## config.mk

```make
export PLATFORM = sky130hd
export DESIGN_NAME = count_seq_ctrl
export DESIGN_NICKNAME = d
export VERILOG_FILES = /design/src/rtl/count_seq_ctrl_pkg.sv /design/src/rtl/count_seq_ctrl_seg_scan.sv /design/src/rtl/count_seq_ctrl.sv
export SDC_FILE = /design/constraint.sdc
export NUM_CORES = 1
export LEC_CHECK = 0
export BUFFER_PORTS_ARGS = -buffer_cell sky130_fd_sc_hd__buf_4
export CELL_PAD_IN_SITES_DETAIL_PLACEMENT = 1
export CELL_PAD_IN_SITES_GLOBAL_PLACEMENT = 1
export CORE_ASPECT_RATIO = 1.5
export CORE_MARGIN = 10
export CORE_UTILIZATION = 43
export DETAILED_ROUTE_END_ITERATION = 10
export HOLD_SLACK_MARGIN = 0.03
export PLACE_DENSITY_LB_ADDON = 0.2
export SYNTH_ARGS = -nofsm -noshare
export SYNTH_HDL_FRONTEND = slang
export SYNTH_HIERARCHICAL = 1
export SYNTH_SLANG_ARGS = --single-unit
```

## constraint.sdc

```tcl
create_clock -name clk -period 2.55 [get_ports clk]
set_input_delay 0.3825 -clock clk [delete_from_list [all_inputs] [get_ports clk]]
set_output_delay 0.3825 -clock clk [all_outputs]
set_load 0.1 [all_outputs]
```

## src/rtl/count_seq_ctrl_pkg.sv

```systemverilog
// count_seq_ctrl_pkg: state/speed codes and 7-seg patterns shared by the counter controller
package count_seq_ctrl_pkg;
  typedef enum logic [1:0] {PAUSE = 2'd0, RUN = 2'd1, LIMIT = 2'd2} state_t;
  localparam logic [1:0] SLOW = 2'd0, NORMAL = 2'd1, FAST = 2'd2;
  localparam logic [6:0] SEG_UP = 7'b1011100, SEG_DN = 7'b1100011, SEG_BLANK = 7'b1111111;
  function automatic logic [6:0] seg7(input logic [3:0] d);
    case (d)
      4'd0: seg7 = 7'b1000000;
      4'd1: seg7 = 7'b1111001;
      4'd2: seg7 = 7'b0100100;
      4'd3: seg7 = 7'b0110000;
      4'd4: seg7 = 7'b0011001;
      4'd5: seg7 = 7'b0010010;
      4'd6: seg7 = 7'b0000010;
      4'd7: seg7 = 7'b1111000;
      4'd8: seg7 = 7'b0000000;
      4'd9: seg7 = 7'b0010000;
      default: seg7 = SEG_BLANK;
    endcase
  endfunction
endpackage

```

## src/rtl/count_seq_ctrl_seg_scan.sv

```systemverilog
// count_seq_ctrl_seg_scan: 4-digit multiplexed 7-seg driver (ones, tens, direction arrow, speed)
// ports: clk, rst_n (async, active-low); tens/ones BCD digits, countup, speed code;
//        digit = active-low anode select, display = active-low segments {g..a}
module count_seq_ctrl_seg_scan
  import count_seq_ctrl_pkg::*;
#(
  parameter int SCAN_DIV = 10
) (
  input  logic       clk,
  input  logic       rst_n,
  input  logic [3:0] tens,
  input  logic [3:0] ones,
  input  logic       countup,
  input  logic [1:0] speed,
  output logic [3:0] digit,
  output logic [6:0] display
);
  logic [SCAN_DIV-1:0] cnt;
  logic [3:0] digit_nxt;
  logic [6:0] display_nxt;
  logic legal;
  // segments are decoded from the next digit so both registers switch on the same edge
  always_comb begin
    legal = digit == 4'b1110 || digit == 4'b1101 || digit == 4'b1011 || digit == 4'b0111;
    digit_nxt = !legal ? 4'b1110 : &cnt ? {digit[2:0], digit[3]} : digit;
    display_nxt = digit_nxt == 4'b1110 ? seg7(ones)
                : digit_nxt == 4'b1101 ? seg7(tens)
                : digit_nxt == 4'b1011 ? (countup ? SEG_UP : SEG_DN)
                : seg7({2'b00, speed});
  end
  always_ff @(posedge clk or negedge rst_n)
    if (!rst_n) begin
      cnt <= '0;
      digit <= 4'b1110;
      display <= 7'b1000000;
    end else begin
      cnt <= cnt + SCAN_DIV'(1);
      digit <= digit_nxt;
      display <= display_nxt;
    end
endmodule

```

## src/rtl/count_seq_ctrl.sv

```systemverilog
// count_seq_ctrl: run/pause/limit sequencer for a two-digit BCD up/down counter with 7-seg scan
// ports: clk, rst_n (async, active-low); en_pulse toggles run/pause, dir level (0 = up),
//        up_pulse/down_pulse speed +-1, clr_pulse soft clear; DIGIT/DISPLAY active-low display,
//        max/min limit flags, running = RUN or LIMIT
module count_seq_ctrl
  import count_seq_ctrl_pkg::*;
#(
  parameter int SLOW_DIV   = 25,
  parameter int NORMAL_DIV = 24,
  parameter int FAST_DIV   = 23,
  parameter int SCAN_DIV   = 10
) (
  input  logic       clk,
  input  logic       rst_n,
  input  logic       en_pulse,
  input  logic       dir,
  input  logic       up_pulse,
  input  logic       down_pulse,
  input  logic       clr_pulse,
  output logic [3:0] DIGIT,
  output logic [6:0] DISPLAY,
  output logic       max,
  output logic       min,
  output logic       running
);
  localparam int PW = SLOW_DIV > NORMAL_DIV ? (SLOW_DIV > FAST_DIV ? SLOW_DIV : FAST_DIV)
                                            : (NORMAL_DIV > FAST_DIV ? NORMAL_DIV : FAST_DIV);
  state_t state, state_nxt;
  logic [3:0] tens, ones, tens_nxt, ones_nxt;
  logic [1:0] speed, speed_nxt;
  logic [PW-1:0] presc, presc_nxt, lim;
  logic countup, countup_nxt, max_nxt, min_nxt, tick, bnd, step, leave;
  int div;
  always_comb begin
    div = speed == FAST ? FAST_DIV : speed == NORMAL ? NORMAL_DIV : SLOW_DIV;
    lim = PW'((64'd1 << div) - 64'd1);
    tick = presc == lim;
    bnd = countup ? {tens, ones} == 8'h99 : {tens, ones} == 8'h00;
  end
  always_comb
    state_nxt = clr_pulse ? PAUSE
              : state == PAUSE ? (en_pulse ? RUN : PAUSE)
              : state == RUN ? (en_pulse ? PAUSE : tick && bnd ? LIMIT : RUN)
              : state == LIMIT ? (en_pulse ? PAUSE : countup == dir ? RUN : LIMIT)
              : PAUSE;
  always_comb running = state == RUN || state == LIMIT;
  // countup == dir in LIMIT means countup is about to flip away from the boundary
  always_comb begin
    step = state == RUN && !clr_pulse && !en_pulse && tick && !bnd;
    leave = state == LIMIT && state_nxt != LIMIT;
    speed_nxt = speed > FAST ? SLOW
              : up_pulse && !down_pulse && speed != FAST ? speed + 2'd1
              : down_pulse && !up_pulse && speed != SLOW ? speed - 2'd1
              : speed;
    presc_nxt = (state_nxt == PAUSE || (state_nxt == RUN && state != RUN) || speed_nxt != speed || tick)
              ? '0 : presc + PW'(1);
    ones_nxt = clr_pulse ? 4'd0
             : !step ? ones
             : countup ? (ones == 4'd9 ? 4'd0 : ones + 4'd1)
             : (ones == 4'd0 ? 4'd9 : ones - 4'd1);
    tens_nxt = clr_pulse ? 4'd0
             : !step ? tens
             : countup ? (ones == 4'd9 ? tens + 4'd1 : tens)
             : (ones == 4'd0 ? tens - 4'd1 : tens);
    countup_nxt = clr_pulse ? 1'b1 : running ? ~dir : countup;
    max_nxt = !clr_pulse && !leave && (max || (state == RUN && state_nxt == LIMIT && countup));
    min_nxt = !clr_pulse && !leave && (min || (state == RUN && state_nxt == LIMIT && !countup));
  end
  always_ff @(posedge clk or negedge rst_n)
    if (!rst_n) begin
      state <= PAUSE;
      tens <= 4'd0;
      ones <= 4'd0;
      countup <= 1'b1;
      speed <= SLOW;
      presc <= '0;
      max <= 1'b0;
      min <= 1'b0;
    end else begin
      state <= state_nxt;
      tens <= tens_nxt;
      ones <= ones_nxt;
      countup <= countup_nxt;
      speed <= speed_nxt;
      presc <= presc_nxt;
      max <= max_nxt;
      min <= min_nxt;
    end
  count_seq_ctrl_seg_scan #(.SCAN_DIV(SCAN_DIV)) u_scan (
    .clk(clk),
    .rst_n(rst_n),
    .tens(tens),
    .ones(ones),
    .countup(countup),
    .speed(speed),
    .digit(DIGIT),
    .display(DISPLAY)
  );
endmodule

```

=== Word level (Yosys, flattened, before mapping) ===
Memory sizes are Yosys's and may differ from the RTL's.
Cells that the tools add are included.

* Bits in registers: 61
* ROM bits: 224
* Input bits: 7
* Logic and storage cells: 127
* Memories kept: 2

* Add/subtract/negate cells: 9
* Order comparisons: 1
* Eq/ne operators: 23
* Shift operators: 1
* Mux-type cells: 35
* Bitwise logic cells: 1
* Reduce and logical (&&, ||, !) cells: 44

{| class="wikitable"
|+ Memory list
! memory !! depth !! width !! rd ports !! clocked after memory_dff !! wr ports !! line !! text
|-
| (name not given) || 16 || 7 || 1 || 0 || 0 || count_seq_ctrl_pkg.sv:7 || <nowiki>case (d)</nowiki>
|-
| (name not given) || 16 || 7 || 1 || 0 || 0 || count_seq_ctrl_pkg.sv:7 ||
|}

{| class="wikitable"
|+ Operator list
! cell !! number
|-
| $mux 4 || 13
|-
| $eq 4x4->1 const B || 7
|-
| $pmux 7 s4 || 1
|-
| $add 25x1->25 const B || 1
|-
| $eq 25x25->1 || 1
|-
| $mux 25 || 1
|-
| $shl 1x5->25 const A || 1
|-
| $sub 25x1->25 const B || 1
|-
| $mux 2 || 11
|-
| $mux 7 || 3
|-
| $logic_and 1x1->1 || 17
|-
| $add 10x1->10 const B || 1
|-
| $reduce_and 10->1 || 1
|-
| $logic_or 1x1->1 || 9
|-
| $add 4x1->4 const B || 2
|-
| $eq 2x2->1 const B || 4
|-
| $eq 8x8->1 const B || 1
|-
| $logic_not 8->1 || 1
|-
| $sub 4x1->4 const B || 2
|-
| $logic_not 1->1 || 7
|-
| $eq 2x1->1 const B || 3
|-
| $logic_not 2->1 || 3
|-
| $mux 6 || 1
|-
| $reduce_bool 2->1 || 3
|-
| other kinds (14) || 19
|}

=== Depth between registers and ports, before layout ===
* Depth after elaboration: 18
* Mapped depth: 9
* Mapped depth without buffers: 7

=== By module ===
Netlist, hierarchy kept.

{| class="wikitable"
|+ By module, submodules not included
! module !! times used !! cells each !! area an instance (sq um) !! seq. area each (sq um)
|-
| count_seq_ctrl || 1 || 273 || 2469.9 || 1002.2
|-
| count_seq_ctrl_seg_scan || 1 || 151 || 1405.1 || 530.5
|}

=== Worst setup path before layout ===
OpenSTA, ideal clock, no wires.

* Path type: reg2reg
* From: register countup
* To: register tens[3]
* Arrival time: 2.359 ns
* Data required time: 2.425 ns
* Setup slack: 0.066 ns
* Cell stages (with the launch flop): 10
* Buffers on the path: 2
* Cell sequence: dfstp_2 -> buf_2 -> buf_1 -> inv_1 -> ha_1 -> a21o_1 -> a21oi_1 -> xnor2_1 -> nor4_1 -> mux2_2

* Word-level cells in the longest chain between the ends: 5

{| class="wikitable"
|+ Ends and longest elaborated chain
! item !! line !! text
|-
| from (decl) || count_seq_ctrl.sv:32 || <nowiki>logic countup, countup_nxt, max_nxt, min_nxt, tick, bnd, step, leave;</nowiki>
|-
| from (signal assigned) || count_seq_ctrl.sv:83 || <nowiki>countup <= countup_nxt;</nowiki>
|-
| $mux 1 || count_seq_ctrl.sv:38 || <nowiki>bnd = countup ? {tens, ones} == 8'h99 : {tens, ones} == 8'h00;</nowiki>
|-
| $logic_not 1->1 || count_seq_ctrl.sv:49 || <nowiki>step = state == RUN && !clr_pulse && !en_pulse && tick && !bnd;</nowiki>
|-
| $logic_and 1x1->1 || count_seq_ctrl.sv:49 ||
|-
| $reduce_bool 2->1 (no source line) || n/a ||
|-
| $reduce_and 3->1 (no source line) || n/a ||
|-
| to (signal assigned) || count_seq_ctrl.sv:81 || <nowiki>tens <= tens_nxt;</nowiki>
|-
| to (decl) || count_seq_ctrl.sv:29 || <nowiki>logic [3:0] tens, ones, tens_nxt, ones_nxt;</nowiki>
|}

Parallel ways exist; a longest one is shown, timed or not. The select of a mux whose other input is x is not followed.
A chain may end at the register's enable or synchronous reset.

=== Worst setup path after layout ===
* From: register speed[0]
* To: register tens[3]

* Word-level cells in the longest chain between the ends: 10

{| class="wikitable"
|+ Ends and longest elaborated chain
! item !! line !! text
|-
| from (decl) || count_seq_ctrl.sv:30 || <nowiki>logic [1:0] speed, speed_nxt;</nowiki>
|-
| from (signal assigned) || count_seq_ctrl.sv:84 || <nowiki>speed <= speed_nxt;</nowiki>
|-
| $eq 2x1->1 || count_seq_ctrl.sv:35 || <nowiki>div = speed == FAST ? FAST_DIV : speed == NORMAL ? NORMAL_DIV : SLOW_DIV;</nowiki>
|-
| $mux 1 || count_seq_ctrl.sv:35 ||
|-
| $mux 4 * || count_seq_ctrl.sv:35 ||
|-
| $shl 1x5->25 * || count_seq_ctrl.sv:36 || <nowiki>lim = PW'((64'd1 << div) - 64'd1);</nowiki>
|-
| $sub 25x1->25 * || count_seq_ctrl.sv:36 ||
|-
| $eq 25x25->1 * || count_seq_ctrl.sv:37 || <nowiki>tick = presc == lim;</nowiki>
|-
| $logic_and 1x1->1 * (2 in a row) || count_seq_ctrl.sv:49 ||
|-
| $reduce_bool 2->1 (no source line) * || n/a ||
|-
| $reduce_and 3->1 (no source line) * || n/a ||
|}

Every way passes the cells marked *; elsewhere a longest branch is shown, timed or not.

==> flow_metrics.py <==
metrics = {
    "clocking": {
        "clkSinkCount": 61,
        "clk_pin_slew_ns": 0.05,
        "clk_latency_ns": 0.33,
        "cts_hold_buf": 0,
        "cts.htree.levels": 3,
        "cts.path.max_buffers": 2,
        "cts_tree": "built",
        "cts_made_buffers": 9,
        "cts_root_buf": "clkbuf_16",
    },
    "layout": {
        "final_common_cell": "dfrtp_1",
        "nNetsFinal": 479,
        "syn_to_final_growth_pct": 15.8,
        "fin_util": 0.508,
        "drive_above_1_share": 0.152,
        "antenna_cells": 0,
        "fin_area_um2": 4490,
        "most-common-layout-cells": "56 x dfrtp_1, 51 x nor2_1, 32 x buf_4",
    },
    "sta": {
        "skew_ns": 0.00612,
        "fin_crit_sh": 0.942,
        "finalHoldViolCount": 0,
        "fin_setup_tns_ns": 0,
        "max_freq_mhz": 416,
        "worst_pin_slew_ns": 0.797,
        "setup_viol": 0,
        "holdWs_ns": 0.134,
        "slew_headroom": 0.469,
        "rsz0062_at_grt": "false",
        "period_needed_ns": 2.40,
        "maxSlewViolCount": 0,
    },
    "power_and_ir_drop": {
        "switching_power_uw": 653,
        "p_int_uw": 1960,
        "finalPower_uw": 2610,
        "pwr-share-comb": 0.130,
        "power.static_leakage_uw": 0.00195,
        "irDropWorstVdd_mv": 0.358,
        "p_per_area_nw_per_um2": 583,
        "pwr-share-seq": 0.384,
        "p_sw_frac": 0.250,
        "clockPowerShare": 0.486,
    },
    "status": {
        "status": "completed",
    },
    "yosys": {
        "synth_compound_area_frac": 0.142,
        "syn_nets": 453,
        "synthSimpleGateAreaFrac": 0.252,
        "ys_dominant_reg_cell": "dfrtp_1",
        "synth_seq_area_share": 0.396,
        "synth_top_family_by_area": "simple AND/OR/NAND/NOR gates",
        "synth-async-reset-ratio": 1.00,
        "muxShareOfSynthArea": 0.00549,
        "ys_warn_count": 6,
        "netlist_instances": 424,
        "yosysUniqueCellTypes": 63,
        "synth-edff-count": 0,
        "synth-xor-area-share": 0.0881,
        "avgSynthCellArea_um2": 9.14,
        "synth_seq_cells": 61,
        "syn_area_um2": 3870,
        "synthAdderAreaFrac": 0.0730,
    },
    "setup_path": {
        "required_ns": 2.76,
        "start_kind": "register",
        "arrival_ns": 2.61,
        "r2r_slack_ns": 0.15,
        "critical_path_class": "register to register",
        "path_max_fanout": 7,
        "end_kind": "register",
    },
    "detailed_routing": {
        "route.detailed.drc": 0,
        "wl_per_cell_um": 17.2,
        "vias": 3222,
        "drt_iter0_drc": 112,
        "routed_wl_um": 9690,
        "postRouteAntennaNets": 0,
        "vias_per_cell": 5.70,
        "drtPass1Iterations": 4,
    },
    "grt": {
        "overflow": 0,
        "antenna_found_initial": 0,
        "grt_usage": 0.149,
        "grt_pass1_wl_um": 16600,
        "grt_pass1_vias": 3455,
        "grt_max_degree": 62,
    },
    "floorplanning": {
        "start_util": 0.439,
        "io_pins": 21,
        "dieArea_um2": 13300,
        "die_w_um": 97.5,
        "num_rows": 42,
        "core_area_um2": 8830,
        "die_height_um": 136,
    },
    "place": {
        "numPortBuffers": 20,
        "dp.final_hpwl_um": 6910,
        "place_congestion": 0.799,
        "postPlaceCellArea_um2": 4170,
    },
    "job": {
        "max_cap_viol_count": 0,
    },
    "min_path": {
        "min_path_type": "input pin to async pin",
    },
}
power groups by stage:
| stage | Combinational, uW | Sequential, uW | Clock (uW) |
|---|---|---|---|
| after detailed placement | 339 | 1020 | 0 |
| after floorplan | 203 | 1030 | 0 |
| after global routing | 380 | 1010 | 1350 |
| after global placement | 318 | 1020 | 0 |
| after CTS | 342 | 1000 | 1300 |
| final | 339 | 1000 | 1270 |
state kept, by name, summed over array words and instances, names as in the netlist:
signal / cells
presc: 25
u_scan/cnt: 10
u_scan/display: 7
ones: 4
tens: 4
u_scan/digit: 4
speed: 2
state: 2
countup: 1
max: 1
min: 1
per-layer routing:
metal	global-route usage	routed length, um
met5	0	0
met1	0.161	3980
met3	0.0320	181
met2	0.272	5310
met4	0.0624	212
final timing paths:
check / startpoint / endpoint / cells after the start
worst max-delay path: speed[0] / tens[3] / 7
worst min-delay path: rst_n / presc[7] / 1
max in group asynchronous: rst_n / u_scan/display[5] / 1
worst min register to register: u_scan/cnt[0] / u_scan/cnt[0] / 1
min in group clk: dir / countup / 4
worst max register to register: speed[0] / tens[3] / 7
critical path, stage by stage (launching register included):
cell      delay (ns)
dfrtp_1         0.37
inv_1           0.12
ha_1            0.27
nand3b_1        0.22
a311oi_4        0.42
nand4_4         0.18
nor4_1          0.34
mux2_2          0.37
Yosys cell counts (3+ instances only):
| cell | count | area share |
|---|---|---|
| a211o_1 | 3 | 0.0068 |
| o31ai_1 | 6 | 0.012 |
| nor2_1 | 51 | 0.049 |
| o21ai_0 | 15 | 0.019 |
| nand4_1 | 6 | 0.0097 |
| xnor2_1 | 27 | 0.061 |
| o22ai_1 | 5 | 0.0081 |
| a21oi_1 | 28 | 0.036 |
| nand2b_1 | 12 | 0.019 |
| and3_1 | 9 | 0.015 |
| clkbuf_1 | 9 | 0.0087 |
| or2_2 | 3 | 0.0048 |
| ha_1 | 21 | 0.068 |
| inv_1 | 23 | 0.022 |
| a31oi_1 | 8 | 0.013 |
| and4_1 | 3 | 0.0068 |
| dfrtp_1 | 56 | 0.36 |
| nor3_1 | 11 | 0.014 |
| dfstp_2 | 5 | 0.034 |
| nand2_1 | 25 | 0.024 |
| buf_2 | 5 | 0.0065 |
| nor4_1 | 7 | 0.011 |
| nand3_1 | 19 | 0.025 |
| nand4b_1 | 4 | 0.0090 |
| xor2_1 | 12 | 0.027 |
| nor2b_1 | 3 | 0.0048 |
cells by family after synthesis:
logic type	Yosys count
adder cells (fa/ha/maj)	22
buffers and inverters	40
flip-flops	61
AND/OR/NAND/NOR	175
AO/OA/AOI/OAI	85
XOR/XNOR	39
multiplexers	2
area by class of cell:
type,instances,area (um2)
inverter,23,86.3
timing repair buffer,32,240
multi-input combinational,323,2180
clock inverter,5,75.1
fill,1037,4340
tap,110,138
clock buffer,11,233
sequential,61,1530
metrics by stage:
stage               instances  setup slack [ns]
global placement          549             0.239
detailed placement        549             0.131
global route              565           0.00958
floorplan                 424            0.0665
CTS                       565             0.112
finish                    565             0.148
repair_timing:
item / 4_1_cts / 5_1_grt
gates resized for setup: 0 / 1
setup buffers: 0 / 0
setup endpoints to repair: 0 / 1
Power figures use the tool's default switching activity.
